### src/rtl/vga_timing_pkg.sv
// vga_timing_pkg: default 640x480@60 timing constants and sync-window helpers
//   Exposes the default porch/sync widths, the derived totals and helper functions
//   (total, sync_start, sync_end, max2) used to size and decode the timing counters.
package vga_timing_pkg;
  localparam int H_ACTIVE_D = 640;
  localparam int H_FP_D = 16;
  localparam int H_SYNC_D = 96;
  localparam int H_BP_D = 48;
  localparam int V_ACTIVE_D = 480;
  localparam int V_FP_D = 10;
  localparam int V_SYNC_D = 2;
  localparam int V_BP_D = 33;
  function automatic int total(input int active, input int fp, input int sync, input int bp);
    return active + fp + sync + bp;
  endfunction
  function automatic int sync_start(input int active, input int fp);
    return active + fp;
  endfunction
  function automatic int sync_end(input int active, input int fp, input int sync);
    return active + fp + sync;
  endfunction
  function automatic int max2(input int a, input int b);
    return (a > b) ? a : b;
  endfunction
  localparam int H_TOTAL_D = total(H_ACTIVE_D, H_FP_D, H_SYNC_D, H_BP_D);
  localparam int V_TOTAL_D = total(V_ACTIVE_D, V_FP_D, V_SYNC_D, V_BP_D);
endpackage

### src/rtl/pix_tick_gen.sv
// pix_tick_gen: divides the system clock into one-cycle pixel ticks every CLK_DIV enabled cycles
//   clk, reset_n (sync, active-low), enable (0 holds the divider) -> tick (combinational, one clk wide)
module pix_tick_gen #(
  parameter int CLK_DIV = 4
) (
  input  logic clk,
  input  logic reset_n,
  input  logic enable,
  output logic tick
);
  localparam int DW = (CLK_DIV > 1) ? $clog2(CLK_DIV) : 1;
  localparam logic [DW-1:0] LAST = DW'(CLK_DIV - 1);
  logic [DW-1:0] div;
  assign tick = enable && (div == LAST);
  always_ff @(posedge clk) begin
    if (!reset_n) div <= '0;
    else if (enable) div <= tick ? '0 : div + DW'(1);
  end
endmodule

### src/rtl/vga_sync_gen.sv
// vga_sync_gen: parametrised VGA timing generator (hs/vs/bright, x/y, line/frame strobes, frame count)
//   clk, reset_n (sync, active-low), enable (0 freezes everything)
//   hs, vs, bright, pix_tick, x, y, line_start, frame_start, frame_count -- all registered together
module vga_sync_gen
  import vga_timing_pkg::*;
#(
  parameter int CLK_DIV  = 4,
  parameter int H_ACTIVE = H_ACTIVE_D,
  parameter int H_FP     = H_FP_D,
  parameter int H_SYNC   = H_SYNC_D,
  parameter int H_BP     = H_BP_D,
  parameter int V_ACTIVE = V_ACTIVE_D,
  parameter int V_FP     = V_FP_D,
  parameter int V_SYNC   = V_SYNC_D,
  parameter int V_BP     = V_BP_D,
  parameter int HS_POL   = 0,
  parameter int VS_POL   = 0,
  parameter int CNT_W    = 10,
  parameter int FRAME_W  = 16
) (
  input  logic               clk,
  input  logic               reset_n,
  input  logic               enable,
  output logic               hs,
  output logic               vs,
  output logic               bright,
  output logic               pix_tick,
  output logic [CNT_W-1:0]   x,
  output logic [CNT_W-1:0]   y,
  output logic               line_start,
  output logic               frame_start,
  output logic [FRAME_W-1:0] frame_count
);
  localparam int H_TOTAL = total(H_ACTIVE, H_FP, H_SYNC, H_BP);
  localparam int V_TOTAL = total(V_ACTIVE, V_FP, V_SYNC, V_BP);
  localparam logic [CNT_W-1:0] X_LAST = CNT_W'(H_TOTAL - 1);
  localparam logic [CNT_W-1:0] Y_LAST = CNT_W'(V_TOTAL - 1);
  localparam logic [CNT_W-1:0] X_ACT = CNT_W'(H_ACTIVE);
  localparam logic [CNT_W-1:0] Y_ACT = CNT_W'(V_ACTIVE);
  localparam logic [CNT_W-1:0] HS_BEG = CNT_W'(sync_start(H_ACTIVE, H_FP));
  localparam logic [CNT_W-1:0] HS_END = CNT_W'(sync_end(H_ACTIVE, H_FP, H_SYNC));
  localparam logic [CNT_W-1:0] VS_BEG = CNT_W'(sync_start(V_ACTIVE, V_FP));
  localparam logic [CNT_W-1:0] VS_END = CNT_W'(sync_end(V_ACTIVE, V_FP, V_SYNC));
  localparam logic HS_ON = 1'(HS_POL);
  localparam logic VS_ON = 1'(VS_POL);
  if (CLK_DIV < 1 || CNT_W < $clog2(max2(H_TOTAL, V_TOTAL))) begin : g_bad_params
    $error("vga_sync_gen: CLK_DIV must be >= 1 and CNT_W must hold H_TOTAL-1 and V_TOTAL-1");
  end
  logic tick;
  logic [CNT_W-1:0] x_nxt, y_nxt;
  logic wrap0;
  pix_tick_gen #(.CLK_DIV(CLK_DIV)) u_tick (
    .clk(clk),
    .reset_n(reset_n),
    .enable(enable),
    .tick(tick)
  );
  always_comb begin
    x_nxt = (x == X_LAST) ? '0 : x + CNT_W'(1);
    y_nxt = (x != X_LAST) ? y : (y == Y_LAST) ? '0 : y + CNT_W'(1);
    wrap0 = (x_nxt == '0) && (y_nxt == '0);
  end
  // Decode from the next-state counters so every output lands on the same edge as x/y.
  always_ff @(posedge clk) begin
    if (!reset_n) begin
      x <= X_LAST;
      y <= Y_LAST;
      hs <= ~HS_ON;
      vs <= ~VS_ON;
      bright <= 1'b0;
      pix_tick <= 1'b0;
      line_start <= 1'b0;
      frame_start <= 1'b0;
      frame_count <= '0;
    end else begin
      pix_tick <= tick;
      line_start <= tick && (x_nxt == '0);
      frame_start <= tick && wrap0;
      if (tick) begin
        x <= x_nxt;
        y <= y_nxt;
        hs <= (x_nxt >= HS_BEG && x_nxt < HS_END) ? HS_ON : ~HS_ON;
        vs <= (y_nxt >= VS_BEG && y_nxt < VS_END) ? VS_ON : ~VS_ON;
        bright <= (x_nxt < X_ACT) && (y_nxt < Y_ACT);
        if (wrap0) frame_count <= frame_count + FRAME_W'(1);
      end
    end
  end
endmodule

### config.mk
export PLATFORM = sky130hd
export DESIGN_NAME = vga_sync_gen
export DESIGN_NICKNAME = d
export VERILOG_FILES = /design/src/rtl/vga_timing_pkg.sv /design/src/rtl/pix_tick_gen.sv /design/src/rtl/vga_sync_gen.sv
export SDC_FILE = /design/constraint.sdc
export NUM_CORES = 1
export LEC_CHECK = 0
export ABC_AREA = 1
export BUFFER_PORTS_ARGS = -buffer_cell sky130_fd_sc_hd__buf_2
export CORE_MARGIN = 2
export CORE_UTILIZATION = 55
export DETAILED_ROUTE_END_ITERATION = 10
export PLACE_DENSITY = 0.78
export SLEW_MARGIN = 0
export SYNTH_ARGS = -nofsm -noshare
export SYNTH_HDL_FRONTEND = slang
export SYNTH_SLANG_ARGS = --single-unit
### constraint.sdc
create_clock -name clk -period 5.8 [get_ports clk]
set_clock_uncertainty 0.15 [all_clocks]
set_input_delay 0.29 -clock clk [delete_from_list [all_inputs] [get_ports clk]]
set_output_delay 0.29 -clock clk [all_outputs]
set_load 0.05 [all_outputs]
## After elaboration in Yosys (flattened, before gate mapping)

Index checks and enable logic that the tools add are counted.

| cells by class | value |
|---|---|
| $add $sub $neg | 4 |
| multiply operators | 0 |
| div/mod/pow operators | 0 |
| order comparisons | 6 |
| eq/ne operators | 4 |
| shifts and indexed selects | 0 |
| mux-type cells | 6 |
| bitwise operators | 0 |
| reductions and logical operators | 10 |

Operators with widths:

| cell | count |
|---|---|
| 10-bit 2-to-1 mux | 3 |
| 10-bit by 1-bit adder with 10-bit output (second input constant) | 2 |
| 10-bit == test (second input constant) | 2 |
| 10-bit zero test | 2 |
| 10-bit less-than comparator (second input constant) | 2 |
| 10-bit by 9-bit less-than comparator with 1-bit output (second input constant) | 2 |
| 16-bit by 1-bit adder with 16-bit output (second input constant) | 1 |
| 10-bit greater-or-equal comparator (second input constant) | 1 |
| 10-bit by 9-bit greater-or-equal comparator with 1-bit output (second input constant) | 1 |
| 10-bit != test (second input constant) | 1 |
| 1-bit logical AND | 7 |
| 2-bit by 1-bit adder with 2-bit output (second input constant) | 1 |
| 2-bit == test (second input constant) | 1 |
| 1-bit 2-to-1 mux | 2 |
| 2-bit 2-to-1 mux | 1 |
| 2-bit AND reduction | 1 |

| word-level totals | value |
|---|---|
| register bits after elaboration | 44 |
| latch bits | 0 |
| RAM bits | 0 |
| bits in read-only memories | 0 |
| output and inout bits | 42 |
| memories kept | 0 |

## Logic depth before layout (Yosys ltp)

| depth | value |
|---|---|
| word-level depth | 6 |
| mapped depth | 16 |
| gate-level depth less buffers | 15 |

## Cells and area by module

From an unflattened synthesis, not the netlist that was laid out.

| unflattened totals | value |
|---|---|
| cell total of the unflattened synthesis | 456 |
| area, all modules | 2782.7 um^2 |

Modules (own cells, without submodules):

| module | instances | cells each | area each (um^2) | seq. area each (um^2) |
|---|---|---|---|---|
| vga_sync_gen | 1 | 441 | 2678.8 | 840.8 |
| pix_tick_gen | 1 | 15 | 103.8 | 40.0 |

## Worst setup path after synthesis

OpenSTA, ideal clock, no wires.

| timing | value |
|---|---|
| path type | flip-flop to flip-flop |
| start | register x[0] |
| end | register frame_count[2] |
| setup time | 0.110 ns |
| arrival time | 2.356 ns |
| slack | 3.184 ns |
| cell stages (with the launch flop) | 13 |
| path buffers | 2 |
| clock period less this slack | 2.616 ns |
| cells stage by stage | dfxtp_1 > ha_1 > nand4_1 > nor2_2 > buf_4 > nand3_1 > nand3_2 > nand3_4 > nor2_8 > buf_4 > nand4_1 > nand2_1 > nor2_1 |

| between the ends | value |
|---|---|
| word-level cells in the longest chain between the ends | 5 |
| elaborated cells on any way between the ends | 9 |
| those cells by class | 1 x add/sub; 2 x eq/ne; 2 x mux; 4 x reduce/logical |

Ends and longest elaborated chain:

| item | RTL line | RTL |
|---|---|---|
| start, declared | vga_sync_gen.sv:28 | `output logic [CNT_W-1:0] x,` |
| start signal, assigned | vga_sync_gen.sv:80 | `x <= x_nxt;` |
| 10-bit by 1-bit adder with 10-bit output, or another cell as far along | vga_sync_gen.sv:59 | `x_nxt = (x == X_LAST) ? '0 : x + CNT_W'(1);` |
| 10-bit 2-to-1 mux (on tied branches) | vga_sync_gen.sv:59, vga_sync_gen.sv:60 |  |
| 10-bit zero test | vga_sync_gen.sv:61 | `wrap0 = (x_nxt == '0) && (y_nxt == '0);` |
| 1-bit logical AND * | vga_sync_gen.sv:61 |  |
| 2-bit AND reduction (no source line) * | -- |  |
| end signal, assigned | vga_sync_gen.sv:85 | `if (wrap0) frame_count <= frame_count + FRAME_W'(1);` |
| end, declared | vga_sync_gen.sv:32 | `output logic [FRAME_W-1:0] frame_count` |

Every way passes the cells marked *; elsewhere a longest branch is shown, timed or not.
A chain may end at the register's enable or synchronous reset.

## Final worst setup path

| timing | value |
|---|---|
| start | register x[0] |
| end | register frame_count[10] |

The elaborated chain is that of the path after synthesis.

==> impl_metrics.csv <==
group,metric,value,unit
timing,finalHoldViolCount,0,
routing,viasPerCell,5.27,
cells_and_area,fin_area,0.00301,sq mm
placement,placedCellCount,512,
clock_network,cts_tree,"done",
critical_path,crit_start,"x[0]$_SDFFE_PN1P_",
cells_and_area,final_util,63.8,%
clock_network,cts_setup_buffers,0,
timing,rsz0062_at_grt,"false",
global_routing,globalRouteTotalUtil,24.0,%
floorplan,die-area,0.00548,sq mm
synth,ys_ff_latch,44,
routing,wirelength,6.36,mm
power_and_ir_drop,p_per_area,219,mW/mm^2
routing,initialDrtViolationCount,243,
floorplan,die-height,74.0,um
cells_and_area,multi_input_area,0.00147,sq mm
routing,ant_nets,0,
cells_and_area,nNetsFinal,461,
timing,setup_violations,0,
timing,layout_min_cycle_time,2.70,ns
power_and_ir_drop,p_sw,0.218,mW
clock_network,cts_sinks,44,
power_and_ir_drop,p_leak,1.56,nW
synth,async_flop_share,0,%
timing,drv_slew,0,
flow_run,maxCapViolations,0,
floorplan,core-area,0.00472,sq mm
routing,drt-pass1-iter-count,5,
critical_path,cp_data_required_time,5.85,ns
placement,dpl_worst_slack,3.12,ns
critical_path,reg2regPathDepth,12,
critical_path,r2r-start,"x[0]$_SDFFE_PN1P_",
run_status,status,"completed",
critical_path,cpPeakStageDelay,0.47,ns
routing,wl_per_cell,12.2,um
timing,layout_setup_ws,3.10,ns
power_and_ir_drop,p_seq_share,47.1,%
floorplan,dieWidth,74.0,um
placement,place_hpwl,4.64,mm
synth,ys_seq_area_share,32.7,%
critical_path,crit_slowest_cell,"nor2_4",
power_and_ir_drop,vdd_drop_max,0.142,mV
power_and_ir_drop,intPower,0.443,mW
synth,syn_nets,422,
cells_and_area,fillers,458,
clock_network,cts_buffers,5,
cells_and_area,antenna_cells,0,
synth,syn_area_per_cell,6.53,sq um
global_routing,antenna_found_initial,0,
critical_path,crit_path_end,"frame_count[10]$_SDFFE_PN0P_",
synth,synthCells,413,
placement,placed_cell_area,0.00292,sq mm
cells_and_area,area_delta_synth_final,11.7,%
routing,drc,0,
cells_and_area,final-instance-count-excl-fill,520,
power_and_ir_drop,swShare,33.0,%
cells_and_area,drive_gt1_share,16.3,%
synth,synth_ff_type,"dfxtp_1",
power_and_ir_drop,p_clk_share,30.8,%
critical_path,regToRegSetupSlack,3.10,ns
synth,synth_edf_count,0,
clock_network,cts_buffer_depth,2,
critical_path,cp.arrival,2.75,ns
global_routing,grt_first_pass_wirelength,10.5,mm
clock_network,cts.repair.resized,0,
critical_path,timing.rr.end,"frame_count[10]$_SDFFE_PN0P_",
timing,post-route-period-util,46.5,%
synth,yosysUniqueCellTypes,34,
global_routing,grt-ovfl-total,0,
routing,vias,2742,
placement,gp_congestion,0.989,
floorplan,pin_count,45,
timing,whs,0.0652,ns
clock_network,clk_latency,0.30,ns
global_routing,grt_pass1_vias,2381,
timing,tns,0,ns
global_routing,grt_max_degree,29,
cells_and_area,seq_area,881,sq um
timing,tightest_slew,0.962,ns
power_and_ir_drop,power,0.661,mW
critical_path,crit_path_frequent_cell,"nand2_1",
power_and_ir_drop,comb_power_share,22.2,%
floorplan,num_rows,25,
timing,fmax,370,MHz
critical_path,cp_cell_sequence,"ha_1 -> nand3_2 -> nor2_2 -> nand2_2 -> nand3_2 -> nand2_1 -> nor2_1 -> nand2_1 -> nor2_4 -> nand2_1 -> o21ai_0 -> nor2_1",
clock_network,clk_pin_slew_worst_paths,0.08,ns
placement,portBuffers,44,
critical_path,cp-end-kind,"flip-flop",
synth,synth_warnings,0,
worst_hold_path,min_path_type,"primary input to flip-flop",
critical_path,crit_fanout,28,
synth,synth_area,0.00270,sq mm
clock_network,clockRootBuffer,"clkbuf_8",
timing,relSlewSlack,35.6,%
floorplan,initial_core_util,57.1,%
clock_network,h-tree-depth,2,
critical_path,path_class,"flip-flop to flip-flop",
critical_path,critPathLaunchType,"flip-flop",
clock_network,ctsHoldBuffers,0,
[cells in the final DEF, fill, tap and decap left out, types with 2 or more instances in the layout]
cell      synthesis  routed
nand2_1         104     104
inv_1            68      68
nor2_1           48      48
dfxtp_1          44      44
buf_2             2      44
nand3_1          39      39
nand4_1          18      18
o21ai_0          12      12
a21oi_1           6       6
o22ai_1           6       6
ha_1              6       6
clkbuf_8          0       6
nand3_2           5       5
a22oi_1           5       5
nor2_2            4       4
nand2_2           4       4
nor3_1            4       4
nor4_1            4       4
inv_2             3       3
nand3b_1          3       3
nor2_4            3       3
nand3_4           2       2
xor2_1            2       2
o22a_1            2       2
a31oi_1           2       2
clkinv_2          0       2
[worst max-delay path, delay by kind of cell (launching register included)]
family | cells | cell delay, ns
AOI/OAI and AO/OA | 1 | 0.18
adders and majority gates | 1 | 0.25
DFF | 1 | 0.42
and+or+nand+nor | 10 | 1.60
[worst min path at each step]
stage	depth (start not counted)	from	slack [ns]	endpoint
6_report	2	enable	0.07	u_tick.div[1]$_SDFFE_PN0P_
5_1_grt	2	enable	0.08	u_tick.div[1]$_SDFFE_PN0P_
4_1_cts	2	enable	0.06	u_tick.div[1]$_SDFFE_PN0P_
3_5_place_dp	2	bright$_SDFFE_PN0P_	0.30	bright$_SDFFE_PN0P_
3_3_place_gp	2	bright$_SDFFE_PN0P_	0.30	bright$_SDFFE_PN0P_
2_1_floorplan	1	enable	0.23	u_tick.div[1]$_SDFFE_PN0P_
[cell usage after synthesis (4+ instances only)]
cell type / count / share of area [%]
nand2_1: 104 / 14
inv_1: 68 / 9.5
nor2_1: 48 / 6.7
dfxtp_1: 44 / 33
nand3_1: 39 / 7.2
nand4_1: 18 / 4.2
o21ai_0: 12 / 2.2
a21oi_1: 6 / 1.1
ha_1: 6 / 2.8
o22ai_1: 6 / 1.4
a22oi_1: 5 / 1.4
nand3_2: 5 / 1.9
clkbuf_1: 4 / 0.56
nand2_2: 4 / 0.93
nor2_2: 4 / 0.93
nor3_1: 4 / 0.74
nor4_1: 4 / 0.93
[final cells by class]
class	count	share of cell area (%)
well taps	67	2.78
clock buffers	6	2.74
clock inverters	2	0.332
repair buffers	44	7.31
inverters	71	8.85
multi-input cells	286	48.7
flip-flops and latches	44	29.2
[power by group through the flow]
stage / Combinational [mW] / Sequential (mW) / Clock (mW)
after CTS: 0.146 / 0.311 / 0.208
after floorplan: 0.128 / 0.327 / 0
after global placement: 0.143 / 0.318 / 0
after global routing: 0.161 / 0.312 / 0.218
final: 0.146 / 0.311 / 0.203
after detailed placement: 0.146 / 0.318 / 0
[per-layer routing]
metal  share of wire [%]  track usage, %  up-vias
li1                    -               -     1403
met1                  46            32.4     1236
met2                  47            39.4       92
met3                 5.5            3.66       11
met4                 1.5            8.48        0
met5                   0               0        -
[kinds of logic (layout without fill, tap and decap cells)]
family / after synthesis / count (layout) / synth area share, %
AOI/OAI and AO/OA: 37 / 37 / 8.35
xor gates and xnor gates: 3 / 3 / 0.975
adders and majority gates: 6 / 6 / 2.78
buffers and inverters: 83 / 123 / 12.9
DFF: 44 / 44 / 32.7
and+or+nand+nor: 240 / 240 / 42.3
[flip-flops by register name (all words and copies together) (netlist names)]
name	cells
hs	1
pix_tick	1
bright	1
frame_start	1
vs	1
x	10
frame_count	16
u_tick.div	2
line_start	1
y	10
(Power assumes the default switching activity.)
